<file path="src/rtl/cellrv32_xirq_rr.sv">
// rtl/cellrv32_xirq_rr.sv - external interrupt controller, up to 32 lines, fixed/round-robin arbitration
module cellrv32_xirq_rr #(
  parameter int          NUM_CH      = 1,
  parameter int          SYNC_STAGES = 2,
  parameter logic [31:0] TTYPE_RST   = 32'h0,
  parameter logic [31:0] TPOL_RST    = 32'h0,
  parameter logic [31:0] BASE_ADDR   = 32'hFFFFFF80
) (
  input  logic        clk_i,
  input  logic        rst_i,
  input  logic [31:0] addr_i,
  input  logic        rden_i,
  input  logic        wren_i,
  input  logic [31:0] data_i,
  output logic [31:0] data_o,
  output logic        ack_o,
  input  logic [31:0] xirq_i,
  output logic        cpu_irq_o
);

  generate
    if (NUM_CH < 1 || NUM_CH > 32) begin : g_bad_num_ch
      $error("cellrv32_xirq_rr: NUM_CH must be 1..32");
    end
    if (SYNC_STAGES < 2 || SYNC_STAGES > 4) begin : g_bad_sync
      $error("cellrv32_xirq_rr: SYNC_STAGES must be 2..4");
    end
  endgenerate

  localparam logic [31:0] CH_MASK = 32'((64'd1 << NUM_CH) - 64'd1);

  typedef enum logic {S_IDLE, S_ACTIVE} state_t;

  logic [31:0] enable_q, pending_q, ttype_q, tpol_q;
  logic [1:0]  ctrl_q;
  logic [31:0] sync_q [SYNC_STAGES];
  logic [31:0] line_d_q, trig_q;
  state_t      state_q, state_d;
  logic [4:0]  id_q, id_d, rr_ptr_q, rr_ptr_d;
  logic        irq_q, irq_d;
  logic        ack_q;
  logic [31:0] rdata_q;

  logic        acc_en, wr, rd, complete;
  logic [2:0]  reg_sel;
  logic [31:0] line, trig_c, clr_mask, pending_d, rdata_c;
  logic        sel_found;
  logic [4:0]  sel_id;
  logic [5:0]  base_c, idx_c;

  assign acc_en  = (addr_i[31:5] == BASE_ADDR[31:5]);
  assign wr      = acc_en & wren_i;
  assign rd      = acc_en & rden_i;
  assign reg_sel = addr_i[4:2];

  // line_d_q extends the chain by one so edge and level triggers see the same latency
  assign line   = sync_q[SYNC_STAGES-1];
  assign trig_c = (ttype_q & ((tpol_q & line & ~line_d_q) | (~tpol_q & ~line & line_d_q)))
                | (~ttype_q & ~(line ^ tpol_q));

  always_ff @(posedge clk_i) begin
    if (rst_i) begin
      for (int i = 0; i < SYNC_STAGES; i++) sync_q[i] <= '0;
      line_d_q <= '0;
      trig_q   <= '0;
    end else begin
      sync_q[0] <= xirq_i & CH_MASK;
      for (int i = 1; i < SYNC_STAGES; i++) sync_q[i] <= sync_q[i-1];
      line_d_q <= line;
      trig_q   <= trig_c & CH_MASK;
    end
  end

  // Scan starts at rr_ptr in round-robin mode, at 0 in fixed mode
  always_comb begin
    sel_found = 1'b0;
    sel_id    = '0;
    base_c    = ctrl_q[1] ? {1'b0, rr_ptr_q} : 6'd0;
    idx_c     = '0;
    for (int k = 0; k < NUM_CH; k++) begin
      idx_c = base_c + 6'(k);
      if (idx_c >= 6'(NUM_CH)) idx_c = idx_c - 6'(NUM_CH);
      if (!sel_found && pending_q[idx_c[4:0]]) begin
        sel_found = 1'b1;
        sel_id    = idx_c[4:0];
      end
    end
  end

  always_comb begin
    state_d  = state_q;
    id_d     = id_q;
    rr_ptr_d = rr_ptr_q;
    irq_d    = 1'b0;
    complete = 1'b0;
    case (state_q)
      S_IDLE: begin
        if (ctrl_q[0] && sel_found) begin
          irq_d   = 1'b1;
          id_d    = sel_id;
          state_d = S_ACTIVE;
        end
      end
      S_ACTIVE: begin
        if (wr && reg_sel == 3'd2) begin
          complete = 1'b1;
          rr_ptr_d = (id_q == 5'(NUM_CH - 1)) ? 5'd0 : id_q + 5'd1;
          state_d  = S_IDLE;
        end
      end
      default: state_d = S_IDLE;
    endcase
  end

  // New triggers win over a same-cycle clear from W1C or complete
  always_comb begin
    clr_mask = '0;
    if (wr && reg_sel == 3'd1) clr_mask = data_i;
    if (complete) clr_mask = clr_mask | (32'd1 << id_q);
    pending_d = ((pending_q & ~clr_mask) | (trig_q & enable_q)) & CH_MASK;
  end

  always_comb begin
    rdata_c = '0;
    case (reg_sel)
      3'd0:    rdata_c = enable_q;
      3'd1:    rdata_c = pending_q;
      3'd2:    rdata_c = {state_q == S_ACTIVE, 26'b0, id_q};
      3'd3:    rdata_c = ttype_q;
      3'd4:    rdata_c = tpol_q;
      3'd5:    rdata_c = {30'b0, ctrl_q};
      default: rdata_c = '0;
    endcase
  end

  always_ff @(posedge clk_i) begin
    if (rst_i) begin
      enable_q  <= '0;
      pending_q <= '0;
      ttype_q   <= TTYPE_RST & CH_MASK;
      tpol_q    <= TPOL_RST & CH_MASK;
      ctrl_q    <= '0;
      state_q   <= S_IDLE;
      id_q      <= '0;
      rr_ptr_q  <= '0;
      irq_q     <= 1'b0;
      ack_q     <= 1'b0;
      rdata_q   <= '0;
    end else begin
      pending_q <= pending_d;
      state_q   <= state_d;
      id_q      <= id_d;
      rr_ptr_q  <= rr_ptr_d;
      irq_q     <= irq_d;
      ack_q     <= acc_en & (rden_i | wren_i);
      rdata_q   <= rd ? rdata_c : '0;
      if (wr) begin
        case (reg_sel)
          3'd0:    enable_q <= data_i & CH_MASK;
          3'd3:    ttype_q  <= data_i & CH_MASK;
          3'd4:    tpol_q   <= data_i & CH_MASK;
          3'd5:    ctrl_q   <= data_i[1:0];
          default: ;
        endcase
      end
    end
  end

  assign data_o    = rdata_q;
  assign ack_o     = ack_q;
  assign cpu_irq_o = irq_q;

endmodule

</file>
<file path="config.mk">
export PLATFORM = sky130hd
export DESIGN_NAME = cellrv32_xirq_rr
export DESIGN_NICKNAME = d
export VERILOG_FILES = /design/src/rtl/cellrv32_xirq_rr.sv
export SDC_FILE = /design/constraint.sdc
export NUM_CORES = 1
export LEC_CHECK = 0
export BUFFER_PORTS_ARGS = -buffer_cell sky130_fd_sc_hd__buf_2
export CAP_MARGIN = 15
export CORE_ASPECT_RATIO = 0.9
export CORE_MARGIN = 10
export CORE_UTILIZATION = 35
export DETAILED_ROUTE_END_ITERATION = 16
export PLACE_DENSITY = 0.78
export SLEW_MARGIN = 5
export SYNTH_ARGS = -nofsm -noshare
export SYNTH_HDL_FRONTEND = slang
export SYNTH_SLANG_ARGS = --single-unit
</file>
<file path="constraint.sdc">
create_clock -name clk_i -period 5.8 [get_ports clk_i]
set_clock_uncertainty 0.2 [all_clocks]
set_input_delay 0.87 -clock clk_i [delete_from_list [all_inputs] [get_ports clk_i]]
set_output_delay 0.87 -clock clk_i [all_outputs]
set_load 0.01 [all_outputs]
</file>
==> results.yml, run 1 <==
outcome:
  result_of_the_run: "finished clean"
layout:
  antenna_cells_inserted: 0
  drive_gt1_frac: 0.2681
  area_growth_syn_to_layout_pct: 16.85
  finalNonFillerCells: 300
  num-nets-final: 340
logic_synthesis:
  fraction_of_the_yosys_area_taken_by_sequential_cells: 0.3399
  synth_warnings: 0
  synth_compound_gate_area_share: 0.08938
  yosys.area_share.adder: 0.04396
  yosys.area.top_type: "sky130_fd_sc_hd__dfxtp_1"
  synthTopCellsByArea: "sky130_fd_sc_hd__dfxtp_1 34%, sky130_fd_sc_hd__buf_4 11%, sky130_fd_sc_hd__ha_1 4.4%, sky130_fd_sc_hd__nand2b_1 4.4%, sky130_fd_sc_hd__mux2i_1 3.5%"
  async_flop_share: 0
  dominant_combinational_cell_family_by_area_after_synthesis: "simple AND/OR/NAND/NOR gates"
  synth-edff-count: 0
  post_synthesis_xor_xnor_area_fraction: 0.01026
  postSynthRegisterBits: 29
  postSynthAreaPerCell_um2: 9.036
  synth.area.mux_share: 0.05495
  post_synthesis_simple_gate_area_fraction: 0.3084
  netlist.area_leader.share: 0.3399
  syn_inst: 189
  syn_area_mm2: 0.001708
  netlist_cell_types: 45
  ys_dominant_reg_cell: "sky130_fd_sc_hd__dfxtp_1"
die:
  initial_core_util: 0.3577
  chipWidth_um: 93.64
  die_y_um: 86.27
  floorplan.io_pins: 134
  core-area_mm2: 0.004775
  floorplan.die_area_mm2: 0.008078
  rows: 24
route:
  route.final.wire_length_um: 4169
  avgViaCountPerCell: 4.757
  drt_iter0_markers: 178
  detail_route.wl_per_cell_um: 13.90
  detail_route.drc_violations: 0
  drt_first_pass_iters: 4
  route.vias.total: 1427
  antenna_violating_nets_post_route: 0
global_routing:
  grt.met2_usage: 0.1700
  first_pass_grt_wire_length_um: 6630
  overflow: 0
  vias_in_the_first_global_route: 1429
  grt_util_met3: 0.05186
  largest_net_degree_at_the_start_of_global_routing: 26
  antenna_found_initial: 0
  gr-usage-met1: 0.1087
  groute.usage.overall: 0.1015
  gr-max-usage-layer: "met2"
timing:
  setup_violations: 0
  maxSlewViolCount: 0
  hold_fails_final_rpt: 0
  max_freq_mhz: 409.1
  layout_min_cycle_time_ns: 2.444
  max-slew-margin-rel: 0.4413
  fin_setup_tns_ns: 0
  period_share: 0.4214
  timing_worst_slew_pin_value_ns: 0.8318
  grt_setup_unrepaired: "false"
critical_path:
  cp-end-kind: "flop"
  cp_slowest_stage_delay_ns: 0.72
  cp_cell_sequence: "buf_2, nand4bb_4, nor4_4, nand4_1, mux2i_1"
  setup.worst_path.start_class: "input port"
  path_class: "in -> reg"
  critical-path-slowest-cell: "sky130_fd_sc_hd__nor4_4"
  crit_path_max_fanout: 14
  worst_ep_arrival_time_ns: 2.41
  cp.required_ns: 5.76
clocking:
  clock_sinks: 29
  h-tree-depth: 2
  number_of_cts_inserted_buffers: 5
  ctsLongestPathBuffers: 2
  clock_insertion_delay_worst_skew_ns: 0.28
  post_cts.resized_instances: 0
  hold_bufs_at_cts: 0
  tritoncts: "done"
  clock_pin_slew_reported_for_the_worst_setup_and_hold_paths_after_clock_tree_synthesis_ns: 0.06
  root_buffer: "sky130_fd_sc_hd__clkbuf_8"
  post_cts_buffers: 0
hold_path:
  hold_class: "reg -> reg"
power:
  irDropWorstVdd_v: 0.00009447
  power.static_leakage_nw: 0.8997
  power_density_over_cell_area_mw_per_mm2: 225.9
placed_design:
  gpl.final_weighted_congestion: 0.8549
  dp_hpwl_um: 3378
  placed_cells: 292
  number_of_buffers_added_on_ports: 44
job:
  drv.max_cap_violation_count: 0
==> metrics by stage <==
stage	utilization	power (mW)	cell area (um2)	setup WS [ns]	hold WS, ns
after CTS	0.4180	0.4523	1996	3.358	0.2388
after detailed placement	0.3936	0.2392	1879	3.064	0.2239
final	0.4180	0.4508	1996	3.356	0.2392
after floorplan	-	0.2364	1802	3.646	0.2138
after global placement	0.3936	0.2386	1879	3.114	0.2150
after global routing	0.4180	0.4678	1996	3.259	0.2651
==> final timing paths <==
check | startpoint | endpoint | slack [ns] | depth (start not counted)
max | addr_i[5] | ctrl_q[0] | 3.36 | 5
min | sync_q[0][0] | sync_q[0][32] | 0.24 | 1
max reg2reg | ctrl_q[1] | id_q[0] | 3.76 | 7
min reg2reg | sync_q[0][0] | sync_q[0][32] | 0.24 | 1
==> cell usage in the layout (no fill, tap or decap), drive strengths merged, types with 2 or more instances in the layout <==
cell type  count
buf           44
dfxtp         29
conb          26
nand2b        12
nor2          10
a21oi         10
nand3         10
inv            9
nand4          7
nor3           7
clkbuf         7
mux2i          6
ha             6
nand2          5
and4           5
o21ai          5
and3           5
nor2b          5
nor3b          3
nor4           3
xnor2          2
and2           2
or4            2
==> state kept, by name, summed over array words and instances (netlist names) <==
register and flops:
rr_ptr_q 5, sync_q 2, cpu_irq_o 1, state_q 1
id_q 5, tpol_q 1, trig_q 1, data_o 6
ttype_q 1, ctrl_q 2, pending_q 1, ack_o 1
enable_q 1, line_d_q 1
==> metal layers <==
metal / up-vias / wire length [um] / share of wire
met4: 0 / 54 / 0.013
met1: 653 / 1667 / 0.40
li1: 713 / - / -
met5: - / 0 / 0
met3: 7 / 414 / 0.099
met2: 54 / 2033 / 0.49
==> layout make-up <==
class | count | area [um2]
Clock buffer | 7 | 86.33
Inverter | 9 | 33.78
Timing Repair Buffer | 44 | 220.2
Sequential cell | 29 | 580.6
Tap cell | 65 | 81.33
Clock inverter | 1 | 30.03
Multi-Input combinational cell | 145 | 963.4
Fill cell | 476 | 2779
==> report_power, final <==
group	internal (mW)	leakage [nW]	total, mW	switching [mW]
clock	0.140	0.0585	0.215	0.0749
combinational	0.0136	0.607	0.0351	0.0215
sequential	0.200	0.234	0.201	0.000413
==> synthesized netlist by cell type, types with 2 or more instances <==
library cell / count
sky130_fd_sc_hd__and4_1: 5
sky130_fd_sc_hd__buf_4: 26
sky130_fd_sc_hd__buf_2: 2
sky130_fd_sc_hd__inv_1: 9
sky130_fd_sc_hd__nor2b_1: 5
sky130_fd_sc_hd__nand3_1: 7
sky130_fd_sc_hd__nor2_1: 10
sky130_fd_sc_hd__o21ai_0: 5
sky130_fd_sc_hd__nand3_2: 3
sky130_fd_sc_hd__a21oi_1: 10
sky130_fd_sc_hd__nor3_1: 6
sky130_fd_sc_hd__nor4_1: 2
sky130_fd_sc_hd__ha_1: 6
sky130_fd_sc_hd__nor3b_1: 3
sky130_fd_sc_hd__xnor2_1: 2
sky130_fd_sc_hd__and3_1: 5
sky130_fd_sc_hd__nand2_1: 5
sky130_fd_sc_hd__mux2i_1: 6
sky130_fd_sc_hd__nand4_1: 6
sky130_fd_sc_hd__dfxtp_1: 29
sky130_fd_sc_hd__clkbuf_1: 2
sky130_fd_sc_hd__nand2b_1: 12
==> critical path, delay by kind of cell <==
family        cells  cell delay (ns)
mux               1             0.18
buf+inv           1             0.09
simple gates      3             1.26
==> cell families after synthesis <==
kind of cell	count (synthesis)
and+or+nand+nor	79
DFF	29
other	1
muxes	8
xor gates and xnor gates	2
buffers and inverters	40
AOI/OAI and AO/OA	24
adders and majority gates	6
(Power assumes the default switching activity.)
==> run 2, diff against run 1 <==
==> constraint.sdc (replaced) <==
create_clock -name clk_i -period 2.3 [get_ports clk_i]
set_clock_uncertainty 0.2 [all_clocks]
set_input_delay 0.345 -clock clk_i [delete_from_list [all_inputs] [get_ports clk_i]]
set_output_delay 0.345 -clock clk_i [all_outputs]
set_load 0.01 [all_outputs]
==> results.yml, run 2 (synthesized netlist as in run 1, its figures left out) <==
outcome:
  result_of_the_run: "finished clean"
clocking:
  post_cts_buffers: 0
  clock_sinks: 29
  hold_bufs_at_cts: 0
  tritoncts: "done"
  root_buffer: "sky130_fd_sc_hd__clkbuf_8"
  clock_insertion_delay_worst_skew_ns: 0.28
  ctsLongestPathBuffers: 2
  number_of_cts_inserted_buffers: 5
  post_cts.resized_instances: 0
  clock_pin_slew_reported_for_the_worst_setup_and_hold_paths_after_clock_tree_synthesis_ns: 0.06
  h-tree-depth: 2
critical_path:
  cp-end-kind: "flop"
  crit_path_max_fanout: 5
  worst_ep_arrival_time_ns: 1.92
  path_class: "reg -> reg"
  cp.required_ns: 2.26
  setup.worst_path.start_class: "flop"
route:
  route.final.wire_length_um: 4234
  detail_route.wl_per_cell_um: 13.93
  drt_first_pass_iters: 4
  route.vias.total: 1460
  drt_iter0_markers: 109
  antenna_violating_nets_post_route: 0
  detail_route.drc_violations: 0
  avgViaCountPerCell: 4.803
die:
  rows: 24
  core-area_mm2: 0.004775
  die_y_um: 86.27
  floorplan.die_area_mm2: 0.008078
  chipWidth_um: 93.64
  floorplan.io_pins: 134
  initial_core_util: 0.3577
timing:
  fin_setup_tns_ns: 0
  max_freq_mhz: 510.9
  maxSlewViolCount: 0
  setup_violations: 0
  hold_fails_final_rpt: 0
  layout_min_cycle_time_ns: 1.957
  period_share: 0.8511
  grt_setup_unrepaired: "false"
placed_design:
  dp_hpwl_um: 3466
  number_of_buffers_added_on_ports: 44
  gpl.final_weighted_congestion: 0.8943
global_routing:
  first_pass_grt_wire_length_um: 6996
  largest_net_degree_at_the_start_of_global_routing: 23
  antenna_found_initial: 0
  groute.usage.overall: 0.1072
  overflow: 0
  vias_in_the_first_global_route: 1556
power:
  irDropWorstVdd_v: 0.0002857
  power.static_leakage_nw: 0.9167
  power_density_over_cell_area_mw_per_mm2: 525.9
layout:
  most_common_library_cell_in_the_layout_ignoring_fill_and_taps: "sky130_fd_sc_hd__buf_2"
  utilization: 0.4211
  area_growth_syn_to_layout_pct: 17.73
  largest_reg_flops: 6
  num-nets-final: 344
  antenna_cells_inserted: 0
  final_cell_mix: "44 x sky130_fd_sc_hd__buf_2, 29 x sky130_fd_sc_hd__dfxtp_1, 26 x sky130_fd_sc_hd__conb_1, 12 x sky130_fd_sc_hd__nand2b_1"
  fill_cells: 495
  drive_gt1_frac: 0.2845
hold_path:
  hold_class: "in -> reg"
job:
  drv.max_cap_violation_count: 0
[run 2: changes by cell type in the layout (fill, tap and decap cells not counted)]
cell and delta:
sky130_fd_sc_hd__clkbuf_8 +1, sky130_fd_sc_hd__clkinv_2 +1, sky130_fd_sc_hd__clkbuf_1 -1, sky130_fd_sc_hd__buf_4 +4
sky130_fd_sc_hd__bufinv_16 -1
[run 2: critical path, cell delays in order, from the launching register on]
cell and delay (ns):
sky130_fd_sc_hd__dfxtp_1 0.37, sky130_fd_sc_hd__nand2_1 0.10, sky130_fd_sc_hd__inv_1 0.07, sky130_fd_sc_hd__ha_1 0.21, sky130_fd_sc_hd__or3_1 0.31, sky130_fd_sc_hd__nor3_1 0.21
sky130_fd_sc_hd__o311a_2 0.30, sky130_fd_sc_hd__nor3b_1 0.07
[run 2: metal layers]
metal / share of wire / GRT usage
met1: 0.40 / 0.1113
met2: 0.50 / 0.1858
met3: 0.081 / 0.04149
met4: 0.022 / 0.05241
met5: 0 / 0
[run 2: cell type report]
cell class	count	area [um2]	area share
Sequential cell	29	580.6	0.2887
Clock inverter	1	5.005	0.002489
Clock buffer	7	96.34	0.04792
Multi-Input combinational cell	145	963.4	0.4792
Inverter	9	33.78	0.01680
Timing Repair Buffer	48	250.2	0.1245
Tap cell	65	81.33	0.04045
[run 2: path summary, 6_finish.rpt]
check | from | to | slack, ns | cells past startpoint
max | ctrl_q[1] | id_q[2] | 0.34 | 7
min | xirq_i[0] | sync_q[0][0] | 0.07 | 2
max reg2reg | ctrl_q[1] | id_q[2] | 0.34 | 7
min reg2reg | sync_q[0][0] | sync_q[0][32] | 0.25 | 1
[run 2: stage by stage]
step	hold slack [ns]	instances	area (um2)	total power, mW	worst slack (ns)
2_1_floorplan	0.2138	214	1802	0.5961	0.4738
3_3_place_gp	0.2167	296	1909	0.6032	0.4034
3_5_place_dp	0.2314	296	1909	0.6053	0.3678
4_1_cts	0.06732	304	2011	1.068	0.3394
5_1_grt	0.09241	304	2011	1.100	0.1800
6_report	0.07097	304	2011	1.057	0.3426
[run 2: report_power, final]
group	switching, mW	total (mW)	internal, mW
Sequential	0.00108	0.507	0.506
Clock	0.191	0.461	0.270
Combinational	0.0547	0.0902	0.0355
==> run 3, diff against run 2 <==
--- a/config.mk
+++ b/config.mk
@@ -5,6 +5,7 @@
 export SDC_FILE = /design/constraint.sdc
 export NUM_CORES = 1
 export LEC_CHECK = 0
+export ABC_AREA = 1
 export BUFFER_PORTS_ARGS = -buffer_cell sky130_fd_sc_hd__buf_2
 export CAP_MARGIN = 15
 export CORE_ASPECT_RATIO = 0.9
==> results.yml, run 3 <==
outcome:
  result_of_the_run: "finished clean"
clocking:
  clock_pin_slew_reported_for_the_worst_setup_and_hold_paths_after_clock_tree_synthesis_ns: 0.07
  h-tree-depth: 2
  tritoncts: "done"
  number_of_cts_inserted_buffers: 5
  post_cts.resized_instances: 0
  clock_insertion_delay_worst_skew_ns: 0.29
  ctsLongestPathBuffers: 2
  hold_bufs_at_cts: 0
  root_buffer: "sky130_fd_sc_hd__clkbuf_8"
  clock_sinks: 29
  post_cts_buffers: 0
global_routing:
  antenna_found_initial: 0
  first_pass_grt_wire_length_um: 6368
  groute.usage.overall: 0.09822
  largest_net_degree_at_the_start_of_global_routing: 22
  vias_in_the_first_global_route: 1473
  overflow: 0
route:
  detail_route.drc_violations: 0
  route.vias.total: 1506
  drt_first_pass_iters: 4
  avgViaCountPerCell: 4.278
  drt_iter0_markers: 75
  detail_route.wl_per_cell_um: 11.18
  antenna_violating_nets_post_route: 0
  route.final.wire_length_um: 3934
power:
  irDropWorstVdd_v: 0.0004052
  power.static_leakage_nw: 1.016
  power_density_over_cell_area_mw_per_mm2: 564.0
  total_power_mw: 1.149
critical_path:
  cp-end-kind: "flop"
  worst_ep_arrival_time_ns: 1.98
  cp.required_ns: 2.33
  setup.worst_path.start_class: "flop"
  crit_path_max_fanout: 6
  path_class: "reg -> reg"
timing:
  hold_fails_final_rpt: 0
  final_critical_path_setup_slack_ns: 0.3550
  maxSlewViolCount: 0
  setup_violations: 0
  period_share: 0.8456
  max_freq_mhz: 514.1
  grt_setup_unrepaired: "false"
  final.hold.worst_slack_ns: 0.04978
  fin_setup_tns_ns: 0
  layout_min_cycle_time_ns: 1.945
layout:
  fill_cells: 509
  most_common_library_cell_in_the_layout_ignoring_fill_and_taps: "sky130_fd_sc_hd__nand2_1"
  finalNonFillerCells: 352
  antenna_cells_inserted: 0
  num-nets-final: 392
  largest_reg_flops: 6
  area_growth_syn_to_layout_pct: 18.40
  drive_gt1_frac: 0.2753
  final_cell_mix: "52 x sky130_fd_sc_hd__nand2_1, 44 x sky130_fd_sc_hd__buf_2, 29 x sky130_fd_sc_hd__dfxtp_1, 26 x sky130_fd_sc_hd__nor2_1, 26 x sky130_fd_sc_hd__conb_1"
logic_synthesis:
  synth_common_cells: "52 x sky130_fd_sc_hd__nand2_1, 29 x sky130_fd_sc_hd__dfxtp_1, 26 x sky130_fd_sc_hd__buf_4, 26 x sky130_fd_sc_hd__nor2_1, 21 x sky130_fd_sc_hd__inv_1"
  synth_most_common_cell: "sky130_fd_sc_hd__nand2_1"
  postSynthAreaPerCell_um2: 7.259
  fraction_of_the_yosys_area_taken_by_sequential_cells: 0.3375
  syn_inst: 237
  ys_dominant_reg_cell: "sky130_fd_sc_hd__dfxtp_1"
  yosys.area.top_type: "sky130_fd_sc_hd__dfxtp_1"
  netlist_cell_types: 34
  synthTopCellsByArea: "sky130_fd_sc_hd__dfxtp_1 34%, sky130_fd_sc_hd__buf_4 11%, sky130_fd_sc_hd__nand2_1 11%, sky130_fd_sc_hd__nor2_1 5.7%, sky130_fd_sc_hd__inv_1 4.6%"
  postSynthRegisterBits: 29
  syn_area_mm2: 0.001720
  async_flop_share: 0
  netlist.area_leader.share: 0.3375
  synth_warnings: 0
  synth-edff-count: 0
placed_design:
  number_of_buffers_added_on_ports: 44
  placed_cells: 344
  gpl.final_weighted_congestion: 0.8254
  pre_cts_slack_ns: 0.3927
  dp_hpwl_um: 3265
die:
  rows: 24
  die_y_um: 86.51
  core-area_mm2: 0.004805
  chipWidth_um: 93.90
  floorplan.die_area_mm2: 0.008123
  initial_core_util: 0.3581
  floorplan.io_pins: 134
job:
  drv.max_cap_violation_count: 0
hold_path:
  hold_class: "in -> reg"
==> run 3: metrics by stage <==
stage | utilization | instance area, um2
2_1_floorplan | - | 1814
3_3_place_gp | 0.3990 | 1917
3_5_place_dp | 0.3990 | 1917
4_1_cts | 0.4240 | 2037
5_1_grt | 0.4240 | 2037
6_report | 0.4240 | 2037
==> run 3: cell type report <==
cell class	count	area [um2]	area share
tap	65	81.33	0.03993
multi-input combinational	177	917.1	0.4502
timing repair buffer	46	235.2	0.1155
clock inverter	2	37.54	0.01843
clock buffer	6	82.58	0.04054
inverter	27	102.6	0.05037
sequential	29	580.6	0.2850
==> run 3: cell families (layout without fill, tap and decap cells) <==
family | after synthesis | after routing | synth area share
buffers and inverters | 56 | 81 | 0.1840
AO/OA/AOI/OAI | 21 | 21 | 0.07565
XOR/XNOR | 2 | 2 | 0.01018
other | 1 | 26 | 0.002180
adder cells (fa/ha/maj) | 6 | 6 | 0.04364
flip-flops | 29 | 29 | 0.3375
AND/OR/NAND/NOR | 122 | 122 | 0.3469
==> run 3: worst max-delay path, stage by stage (launching register included) <==
cell	delay [ns]
sky130_fd_sc_hd__dfxtp_1	0.44
sky130_fd_sc_hd__nand2_1	0.18
sky130_fd_sc_hd__ha_1	0.25
sky130_fd_sc_hd__a21oi_2	0.16
sky130_fd_sc_hd__nand3_2	0.10
sky130_fd_sc_hd__nand2_1	0.09
sky130_fd_sc_hd__nand3_2	0.10
sky130_fd_sc_hd__nor2_4	0.21
sky130_fd_sc_hd__nand2_2	0.09
sky130_fd_sc_hd__inv_1	0.07
==> run 3: path summary, 6_finish.rpt <==
check             cells past startpoint             to  slack (ns)          from
setup / recovery                      9      cpu_irq_o        0.36     ctrl_q[1]
hold / removal                        3   sync_q[0][0]        0.05     xirq_i[0]
setup reg to reg                      9      cpu_irq_o        0.36     ctrl_q[1]
hold reg to reg                       2  sync_q[0][32]        0.20  sync_q[0][0]
==> run 3: power by group <==
group	internal, mW	switching [mW]
logic	0.0312	0.0553
clock network	0.352	0.204
registers	0.505	0.000969
total	0.888	0.260
==> run 3: layer usage <==
metal / vias up / part of all wire / track usage
met5: - / 0 / 0
met4: 0 / 0.0086 / 0.03172
met3: 3 / 0.061 / 0.03889
met2: 40 / 0.49 / 0.1689
met1: 664 / 0.44 / 0.1081
li1: 799 / - / -
